## src/rtl/analog_pad_sequencer_if.sv

```systemverilog
// Wishbone slave bundle for the analog pad sequencer. Signal names keep the
// slave-side direction suffixes so they match the user-project wrapper.
interface analog_pad_sequencer_if;
    logic        wbs_stb_i;
    logic        wbs_cyc_i;
    logic        wbs_we_i;
    logic [3:0]  wbs_sel_i;
    logic [31:0] wbs_adr_i;
    logic [31:0] wbs_dat_i;
    logic        wbs_ack_o;
    logic [31:0] wbs_dat_o;

    modport master (
        output wbs_stb_i, wbs_cyc_i, wbs_we_i, wbs_sel_i, wbs_adr_i, wbs_dat_i,
        input  wbs_ack_o, wbs_dat_o
    );

    modport slave (
        input  wbs_stb_i, wbs_cyc_i, wbs_we_i, wbs_sel_i, wbs_adr_i, wbs_dat_i,
        output wbs_ack_o, wbs_dat_o
    );
endinterface

```

## src/rtl/analog_pad_sequencer.sv

```systemverilog
// Wishbone-controlled pad-mode sequencer for the opamp pads. Pads come out of
// reset clamped (driver on, low) and are released to analog one at a time,
// lowest index first, with a programmable dwell per step; clamping runs in
// reverse. Registers: +0x0 CTRL, +0x4 MASK, +0x8 DWELL, +0xC STATUS.
module analog_pad_sequencer #(
    parameter logic [31:0]        BASE_ADDR = 32'h3000_0100,
    parameter int                 NPADS     = 6,
    parameter int                 DWELL_W   = 16,
    parameter logic [DWELL_W-1:0] DWELL_RST = 16'd100
) (
    input  logic                   wb_clk_i,
    input  logic                   wb_rst_n_i,
    analog_pad_sequencer_if.slave  wb,
    output logic [NPADS-1:0]       pad_out,
    output logic [NPADS-1:0]       pad_oeb,
    output logic                   seq_irq
);

    // Step index is reported in a 3-bit STATUS field, so NPADS must be <= 8.
    localparam int STEP_W = 3;
    localparam logic [STEP_W-1:0] LAST_STEP = STEP_W'(NPADS - 1);

    typedef enum logic [1:0] {
        ST_CLAMPED = 2'd0,
        ST_RELEASE = 2'd1,
        ST_ANALOG  = 2'd2,
        ST_CLAMP   = 2'd3
    } state_e;

    // Sequencer state
    state_e             state_q, state_d;
    logic [STEP_W-1:0]  step_q, step_d;
    logic [DWELL_W-1:0] cnt_q, cnt_d;
    logic [NPADS-1:0]   pad_oeb_q, pad_oeb_d;
    logic [NPADS-1:0]   mask_lat_q, mask_lat_d;
    logic               irq_set;
    logic               step_done;

    // Register file and bus state
    logic               ctrl_en_q, ctrl_en_d;
    logic [NPADS-1:0]   mask_q, mask_d;
    logic [DWELL_W-1:0] dwell_q, dwell_d;
    logic               irq_q, irq_d;
    logic               irq_clr;
    logic               ack_q, ack_d;
    logic [31:0]        dat_q, dat_d;

    logic               hit, access, wr_acc, rd_acc, busy;
    logic [31:0]        rdata, merged, status;
    logic [DWELL_W-1:0] dwell_eff;
    logic               unused_bits;

    function automatic logic [31:0] merge_bytes(input logic [31:0] old_v,
                                                input logic [31:0] new_v,
                                                input logic [3:0]  sel);
        logic [31:0] res;
        res = old_v;
        for (int b = 0; b < 4; b++) begin
            if (sel[b]) res[8*b +: 8] = new_v[8*b +: 8];
        end
        return res;
    endfunction

    assign hit    = wb.wbs_stb_i & wb.wbs_cyc_i & (wb.wbs_adr_i[31:4] == BASE_ADDR[31:4]);
    // One-cycle ack with a mandatory gap: a held strobe is served every other cycle.
    assign access = hit & ~ack_q;
    assign wr_acc = access &  wb.wbs_we_i;
    assign rd_acc = access & ~wb.wbs_we_i;
    assign busy   = (state_q == ST_RELEASE) || (state_q == ST_CLAMP);

    // A programmed dwell of zero behaves as one cycle per step.
    assign dwell_eff = (dwell_q == '0) ? DWELL_W'(1) : dwell_q;

    // Register read mux and STATUS packing.
    always_comb begin
        // NOTE: every signal assigned in a combinational block gets a default
        // first, otherwise an unassigned path infers a latch.
        status              = '0;
        status[1:0]         = state_q;
        status[2]           = busy;
        status[5:3]         = step_q;
        status[8 +: NPADS]  = pad_oeb_q;
        status[16]          = irq_q;
        rdata               = '0;
        case (wb.wbs_adr_i[3:2])
            2'd0:    rdata = {31'b0, ctrl_en_q};
            2'd1:    rdata = 32'(mask_q);
            2'd2:    rdata = 32'(dwell_q);
            default: rdata = status;
        endcase
    end

    // Byte-lane write decode; the old value of the selected register is the merge base.
    always_comb begin
        merged    = merge_bytes(rdata, wb.wbs_dat_i, wb.wbs_sel_i);
        ctrl_en_d = ctrl_en_q;
        mask_d    = mask_q;
        dwell_d   = dwell_q;
        irq_clr   = 1'b0;
        if (wr_acc) begin
            case (wb.wbs_adr_i[3:2])
                2'd0: begin
                    ctrl_en_d = merged[0];
                    irq_clr   = merged[1];
                end
                2'd1:    if (!busy) mask_d = merged[NPADS-1:0];
                2'd2:    dwell_d = merged[DWELL_W-1:0];
                default: ;
            endcase
        end
        ack_d = access;
        dat_d = rd_acc ? rdata : '0;
        irq_d = irq_set ? 1'b1 : (irq_clr ? 1'b0 : irq_q);
    end

    assign unused_bits = ^{wb.wbs_adr_i[1:0], merged[31:16]};

    // Sequencer next-state: one pad per step, masked-out steps skip in one cycle.
    always_comb begin
        state_d    = state_q;
        step_d     = step_q;
        cnt_d      = cnt_q;
        pad_oeb_d  = pad_oeb_q;
        mask_lat_d = mask_lat_q;
        irq_set    = 1'b0;
        step_done  = 1'b0;
        case (state_q)
            ST_CLAMPED: begin
                if (ctrl_en_q) begin
                    state_d    = ST_RELEASE;
                    step_d     = '0;
                    cnt_d      = dwell_eff;
                    mask_lat_d = mask_q;
                end
            end
            ST_RELEASE: begin
                if (!ctrl_en_q) begin
                    state_d = ST_CLAMP;
                    cnt_d   = dwell_eff;
                end else begin
                    if (mask_lat_q[step_q]) begin
                        pad_oeb_d[step_q] = 1'b1;
                        cnt_d             = cnt_q - DWELL_W'(1);
                        step_done         = (cnt_q <= DWELL_W'(1));
                    end else begin
                        step_done = 1'b1;
                    end
                    if (step_done) begin
                        cnt_d = dwell_eff;
                        if (step_q == LAST_STEP) begin
                            state_d = ST_ANALOG;
                            irq_set = 1'b1;
                        end else begin
                            step_d = step_q + STEP_W'(1);
                        end
                    end
                end
            end
            ST_ANALOG: begin
                if (!ctrl_en_q) begin
                    state_d    = ST_CLAMP;
                    step_d     = LAST_STEP;
                    cnt_d      = dwell_eff;
                    mask_lat_d = mask_q;
                end
            end
            default: begin // ST_CLAMP
                if (ctrl_en_q) begin
                    state_d = ST_RELEASE;
                    cnt_d   = dwell_eff;
                end else begin
                    if (mask_lat_q[step_q]) begin
                        pad_oeb_d[step_q] = 1'b0;
                        cnt_d             = cnt_q - DWELL_W'(1);
                        step_done         = (cnt_q <= DWELL_W'(1));
                    end else begin
                        step_done = 1'b1;
                    end
                    if (step_done) begin
                        cnt_d = dwell_eff;
                        if (step_q == '0) begin
                            state_d   = ST_CLAMPED;
                            pad_oeb_d = '0;
                            irq_set   = 1'b1;
                        end else begin
                            step_d = step_q - STEP_W'(1);
                        end
                    end
                end
            end
        endcase
    end

    // State and register update with synchronous active-low reset.
    always_ff @(posedge wb_clk_i) begin
        // NOTE: sequential state uses non-blocking assignments so every
        // register samples pre-edge values regardless of statement order.
        if (!wb_rst_n_i) begin
            state_q    <= ST_CLAMPED;
            step_q     <= '0;
            cnt_q      <= '0;
            pad_oeb_q  <= '0;
            mask_lat_q <= '0;
            ctrl_en_q  <= 1'b0;
            mask_q     <= '1;
            dwell_q    <= DWELL_RST;
            irq_q      <= 1'b0;
            ack_q      <= 1'b0;
            dat_q      <= '0;
        end else begin
            state_q    <= state_d;
            step_q     <= step_d;
            cnt_q      <= cnt_d;
            pad_oeb_q  <= pad_oeb_d;
            mask_lat_q <= mask_lat_d;
            ctrl_en_q  <= ctrl_en_d;
            mask_q     <= mask_d;
            dwell_q    <= dwell_d;
            irq_q      <= irq_d;
            ack_q      <= ack_d;
            dat_q      <= dat_d;
        end
    end

    assign wb.wbs_ack_o = ack_q;
    assign wb.wbs_dat_o = dat_q;
    assign pad_out      = '0;
    assign pad_oeb      = pad_oeb_q;
    assign seq_irq      = irq_q;

endmodule

```

## src/flat_wrapper.sv

```systemverilog
// flat-port wrapper written by rule: the top's interface ports become plain ports
module analog_pad_sequencer_flat 
#(
    parameter logic [31:0]        BASE_ADDR = 32'h3000_0100,
    parameter int                 NPADS     = 6,
    parameter int                 DWELL_W   = 16,
    parameter logic [DWELL_W-1:0] DWELL_RST = 16'd100
)
  (wb_clk_i, wb_rst_n_i, pad_out, pad_oeb, seq_irq, wb_wbs_stb_i, wb_wbs_cyc_i, wb_wbs_we_i, wb_wbs_sel_i, wb_wbs_adr_i, wb_wbs_dat_i, wb_wbs_ack_o, wb_wbs_dat_o);
  analog_pad_sequencer_if wb_i ();
  input  logic wb_clk_i;
  input  logic wb_rst_n_i;
  output logic [NPADS-1:0] pad_out;
  output logic [NPADS-1:0] pad_oeb;
  output logic seq_irq;
  input wire logic [$bits(wb_i.wbs_stb_i)-1:0] wb_wbs_stb_i;
  input wire logic [$bits(wb_i.wbs_cyc_i)-1:0] wb_wbs_cyc_i;
  input wire logic [$bits(wb_i.wbs_we_i)-1:0] wb_wbs_we_i;
  input wire logic [$bits(wb_i.wbs_sel_i)-1:0] wb_wbs_sel_i;
  input wire logic [$bits(wb_i.wbs_adr_i)-1:0] wb_wbs_adr_i;
  input wire logic [$bits(wb_i.wbs_dat_i)-1:0] wb_wbs_dat_i;
  output wire logic [$bits(wb_i.wbs_ack_o)-1:0] wb_wbs_ack_o;
  output wire logic [$bits(wb_i.wbs_dat_o)-1:0] wb_wbs_dat_o;
  assign wb_i.wbs_stb_i = wb_wbs_stb_i;
  assign wb_i.wbs_cyc_i = wb_wbs_cyc_i;
  assign wb_i.wbs_we_i = wb_wbs_we_i;
  assign wb_i.wbs_sel_i = wb_wbs_sel_i;
  assign wb_i.wbs_adr_i = wb_wbs_adr_i;
  assign wb_i.wbs_dat_i = wb_wbs_dat_i;
  assign wb_wbs_ack_o = wb_i.wbs_ack_o;
  assign wb_wbs_dat_o = wb_i.wbs_dat_o;
  analog_pad_sequencer #(.BASE_ADDR(BASE_ADDR), .NPADS(NPADS), .DWELL_W(DWELL_W), .DWELL_RST(DWELL_RST)) u_core (.wb_clk_i(wb_clk_i), .wb_rst_n_i(wb_rst_n_i), .wb(wb_i), .pad_out(pad_out), .pad_oeb(pad_oeb), .seq_irq(seq_irq));
endmodule
```

## config.mk

```make
export PLATFORM = sky130hd
export DESIGN_NAME = analog_pad_sequencer_flat
export DESIGN_NICKNAME = d
export VERILOG_FILES = /design/src/rtl/analog_pad_sequencer_if.sv /design/src/rtl/analog_pad_sequencer.sv /design/src/flat_wrapper.sv
export SDC_FILE = /design/constraint.sdc
export NUM_CORES = 1
export LEC_CHECK = 0
export CAP_MARGIN = 20
export CORE_ASPECT_RATIO = 0.9
export CORE_MARGIN = 2
export CORE_UTILIZATION = 53
export DETAILED_ROUTE_END_ITERATION = 7
export GPL_ROUTABILITY_DRIVEN = 0
export PLACE_DENSITY = 0.84
export SLEW_MARGIN = 10
export SYNTH_ARGS = -nofsm -noshare
export SYNTH_HDL_FRONTEND = slang
export SYNTH_SLANG_ARGS = --single-unit
```

## constraint.sdc

```tcl
create_clock -name wb_clk_i -period 5.8 [get_ports wb_clk_i]
set_input_delay 0.58 -clock wb_clk_i [delete_from_list [all_inputs] [get_ports wb_clk_i]]
set_output_delay 0.58 -clock wb_clk_i [all_outputs]
set_load 0.1 [all_outputs]
```

Word level (Yosys, flattened, before mapping)
Cells that the tools add are included.

Register bits: 90. Bits of input ports: 73. Word-level logic and storage cells: 129.

Add/subtract/negate cells: 3. Magnitude comparators: 3. Equal/unequal tests: 18. Muxes and demuxes: 60. Bitwise gates (word level): 12. Reduce and logical (&&, ||, !) cells: 22.

Operator list (number): 2-to-1 mux 16 bit (8); case mux 17 bit (3 select lines) (1); 2-to-1 mux 6 bit (8); case mux 16 bit (3 select lines) (1); equality test 28 x 26 -> 1 bit (second input constant) (1); 2-to-1 mux 3 bit (8); case mux 6 bit (2 select lines) (2); 2-to-1 mux 1 bit (17); less-or-equal comparator 16 x 1 -> 1 bit (second input constant) (1); logical NOT 16 bit (1); 2-to-1 mux 2 bit (8); 2-to-1 mux 8 bit (2); subtractor 16 x 1 -> 16 bit (second input constant) (1); nonzero test 4 bit (3); inequality test 2 bit (second input constant) (5); inequality test 3 bit (second input constant) (3); case mux 3 bit (3 select lines) (1); AND reduction 2 bit (4); AND reduction 8 bit (1); bitwise AND 6 bit (1); equality test 2 bit (second input constant) (3); inverter 6 bit (1); bitwise OR 6 bit (1); case mux 2 bit (3 select lines) (1); 23 further kinds (35).

Logic depth before layout (Yosys ltp)
Depth in word-level cells: 11. Gate-level depth with buffers: 9. Gate-level depth less buffers: 9.

Least setup slack after synthesis
OpenSTA, ideal clock, no wires.

Kind: register to register. Start: reg u_core.step_q[0]. End: reg u_core.step_q[2]. Setup time: 0.122 ns. Data arrival time: 2.416 ns. Required time: 5.678 ns. Path slack: 3.262 ns. Cell stages (with the launch flop): 8. Buffers on the path: 1. Period minus slack after synthesis: 2.538 ns. Path through: dfxtp_1 -> buf_2 -> mux2_2 -> a222oi_1 -> a21o_1 -> a21oi_1 -> or3_1 -> a311o_1.

Word-level cells in the longest chain between the ends: 7.

Ends and longest elaborated chain: start: declaration (RTL line analog_pad_sequencer.sv:32) `logic [STEP_W-1:0] step_q, step_d;`; start signal: assignment (RTL line analog_pad_sequencer.sv:212) `step_q <= step_d;`; binary-select mux 1 bit (select 3 bit) (RTL line analog_pad_sequencer.sv:141, analog_pad_sequencer.sv:172); 2-to-1 mux 1 bit (not written as such) (RTL line analog_pad_sequencer.sv:141, analog_pad_sequencer.sv:172); 2-to-1 mux 1 bit (RTL line analog_pad_sequencer.sv:141, analog_pad_sequencer.sv:172); 2-to-1 mux 1 bit, on equally long branches (RTL line analog_pad_sequencer.sv:168, analog_pad_sequencer.sv:137); 2-to-1 mux 1 bit (RTL line analog_pad_sequencer.sv:127) `case (state_q)`; nonzero test 4 bit (no source line) or inequality test 2 bit (tied branches); AND reduction 8 bit (no source line).

Several ways; a longest one is shown, not always the timed one. The select of a mux whose other input is x is not followed. A chain may end at the register's enable or synchronous reset.

Final worst setup path
Start: reg u_core.cnt_q[10]. End: reg u_core.step_q[2].

Word-level cells in the longest chain between the ends: 6.

Ends and longest elaborated chain: start: declaration (RTL line analog_pad_sequencer.sv:33) `logic [DWELL_W-1:0] cnt_q, cnt_d;`; start signal: assignment (RTL line analog_pad_sequencer.sv:213) `cnt_q <= cnt_d;`; less-or-equal comparator 16 x 1 -> 1 bit * (RTL line analog_pad_sequencer.sv:144, analog_pad_sequencer.sv:175); 2-to-1 mux 1 bit * (RTL line analog_pad_sequencer.sv:141, analog_pad_sequencer.sv:172); 2-to-1 mux 1 bit, on equally long branches (RTL line analog_pad_sequencer.sv:168, analog_pad_sequencer.sv:137); 2-to-1 mux 1 bit (RTL line analog_pad_sequencer.sv:127); nonzero test 4 bit (no source line) or inequality test 2 bit (tied branches); AND reduction 8 bit (no source line) *.

Every way passes the cells marked *; elsewhere a longest branch is shown, timed or not. The select of a mux whose other input is x is not followed.

==> flow_summary.toml <==
[run_status]
outcome = "completed"

[synthesis]
syn_avg_cell_area_um2 = 8.15
yosys.area.top_type = "dfxtp_1"
synth.distinct_cells = 66
syn_area_mm2 = 0.00442
synth_cells = 542
ys_warn_count = 0
ys_top_cells_by_count = "dfxtp_1, nor2_1, nand2_1, a21oi_1, mux2i_1"
synth_ff_type = "dfxtp_1"
synth-edff-count = 0
synth.most_common_cell = "dfxtp_1"
synth_top_area_frac = 0.340
async_reset_ff_frac = 0
synth.ff_latch_count = 75
synth_seq_area_share = 0.340
synth.area.top_cells = "dfxtp_1, mux2i_1, nor2_1"

[routing]
drtIter0Drc = 404
wl_per_cell_um = 17.7
dr.pass1.iters = 6
antenna_left = 0
wl_um = 12400
vias_per_cell = 6.12
vias = 4299
drc = 0

[critical_path]
crit_path_start_kind = "flop"
regToRegStartpoint = "u_core.cnt_q[10]"
endpoint_kind = "flop"
cp_cell_sequence = "nor4_1 -> nor4bb_1 -> a21o_1 -> a211oi_1 -> or3_1 -> a311o_1"
crit_fanout = 14
slowest_stage = "nor4bb_1"
worstRegToRegCells = 6
max_stage_delay_ns = 0.77
crit_family = "simple AND/OR/NAND/NOR gates"
r2r_end = "u_core.step_q[2]"
regToRegSetupSlack_ns = 2.38
critical_path_class = "reg -> reg"
crit_required_ns = 6.05
crit_arrival_ns = 3.66
crit_buf_inv = 0

[pwr]
ir_worst_vdd_mv = 0.176
power_density_mw_per_mm2 = 210
power.total_mw = 1.13
p_leak_nw = 2.03

[grt]
track_usage = 0.272
grt_max_degree = 38
grt_pass1_wl_um = 19900
overflow = 0
first_global_vias = 4053
antenna_found_initial = 0

[hold_path]
whs_endpoint = "u_core.wb.wbs_dat_o[16]"
min_from = "u_core.seq_irq"
min_path_type = "reg -> reg"
min_path_cells = 2

[clocking]
cts_setup_buffers = 0
clock-sinks = 75
cts_made_buffers = 9
clk_pin_slew_worst_paths_ns = 0.08
cts_max_level = 3
post_cts_resized = 0
clockBufferDepth = 2
cts_tree = "built"
clk_latency_ns = 0.35
cts_root_buf = "clkbuf_8"
hold_buffers = 0

[die]
die_y_um = 90.6
die_w_um = 100
start_util = 0.547
fp-row-count = 31
io_pins = 119
dieArea_mm2 = 0.00908
core_mm2 = 0.00807

[sta]
whs_ns = 0.490
setup_viol = 0
slew_viol_final = 0
skew_ns = 0.0107
setup_tns_ns = 0
min_period_ns = 3.42
rsz0062_at_grt = "no"
final_hold_viol_count = 0
fmax_mhz = 293
fin_crit_sh = 0.589
tightest_slew_ns = 1.02
slew_headroom = 0.323
fin_ws_ns = 2.38

[cells_and_area]
area_delta_synth_final_pct = 21.6
fin_cells = 703
drive_above_1_share = 0.0828
nets = 681
num_antenna_cells = 0

[placement]
dp_cells = 687
port_buffers = 77
hpwl_um = 9010
dpl_worst_slack_ns = 2.54

[job]
maxCapViolCount = 0
[flip-flops by register name (all words and copies together), names as in the netlist]
register and count:
u_core.seq_irq 1, u_core.ctrl_en_q 1, u_core.state_q 2, u_core.wb.wbs_ack_o 1, u_core.mask_lat_q 6, u_core.cnt_q 16, u_core.mask_q 6, u_core.dwell_q 16
u_core.step_q 3, u_core.wb.wbs_dat_o 17, u_core.pad_oeb 6
[worst max-delay path by stage]
stage	from	end	slack (ns)	cells past startpoint
global placement	u_core.cnt_q[10]	u_core.step_q[2]	2.58	6
global route	u_core.cnt_q[10]	u_core.step_q[2]	2.18	6
detailed placement	u_core.cnt_q[10]	u_core.step_q[2]	2.54	6
finish	u_core.cnt_q[10]	u_core.step_q[2]	2.38	6
floorplan	u_core.step_q[0]	u_core.step_q[2]	3.26	7
CTS	u_core.cnt_q[10]	u_core.step_q[2]	2.48	6
[kinds of logic (layout without fill, tap and decap cells)]
| group | Yosys count | in the layout | synth area share |
|---|---|---|---|
| AO/OA/AOI/OAI | 133 | 133 | 0.204 |
| XOR/XNOR | 11 | 11 | 0.0218 |
| adder cells (fa/ha/maj) | 9 | 9 | 0.0272 |
| buffers and inverters | 72 | 114 | 0.0802 |
| flip-flops | 75 | 75 | 0.340 |
| multiplexers | 50 | 50 | 0.121 |
| other | 1 | 21 | 0.000849 |
| AND/OR/NAND/NOR | 191 | 191 | 0.205 |
[cells in the final DEF (no fill, tap or decap), types with 10 or more instances in the layout]
cell             instances
a211oi_1                10
o21ai_0                 25
nor2_1                  70
dfxtp_1                 75
nor3_1                  12
mux2i_1                 31
a21oi_1                 34
inv_1                   17
nor4_1                  14
mux2_2                  18
conb_1                  21
clkdlybuf4s50_1         77
nand2_1                 47
[where the power goes]
part	total [mW]	switching [mW]	internal, mW
sequential	0.514	0.000000000735	0.514
combinational	0.126	0.0860	0.0405
clock	0.489	0.204	0.285
total	1.13	0.290	0.840
[cell type report]
type	instances	area (µm²)
tap	99	124
timing repair buffer	81	801
fill	636	2700
sequential	75	1500
multi-input combinational	415	2640
clock inverter	7	116
inverter	17	63.8
clock buffer	9	124
[routing by layer]
| metal | part of all wire | routed length (µm) | GRT usage |
|---|---|---|---|
| met1 | 0.42 | 5170 | 0.365 |
| met2 | 0.48 | 5910 | 0.441 |
| met3 | 0.087 | 1080 | 0.0627 |
| met4 | 0.021 | 265 | 0.0708 |
| met5 | 0 | 0 | 0 |
[worst min-delay path, stage by stage, from the launching register on]
cell	delay [ns]
dfxtp_1	0.33
nand3_1	0.08
nor2_1	0.04
[through the flow]
| step | utilization | cell area [µm²] |
|---|---|---|
| finish | 0.666 | 5370 |
| global route | 0.666 | 5370 |
| CTS | 0.666 | 5370 |
| detailed placement | 0.636 | 5130 |
| global placement | 0.636 | 5130 |
| floorplan | - | 4490 |
(Power assumes the default switching activity.)
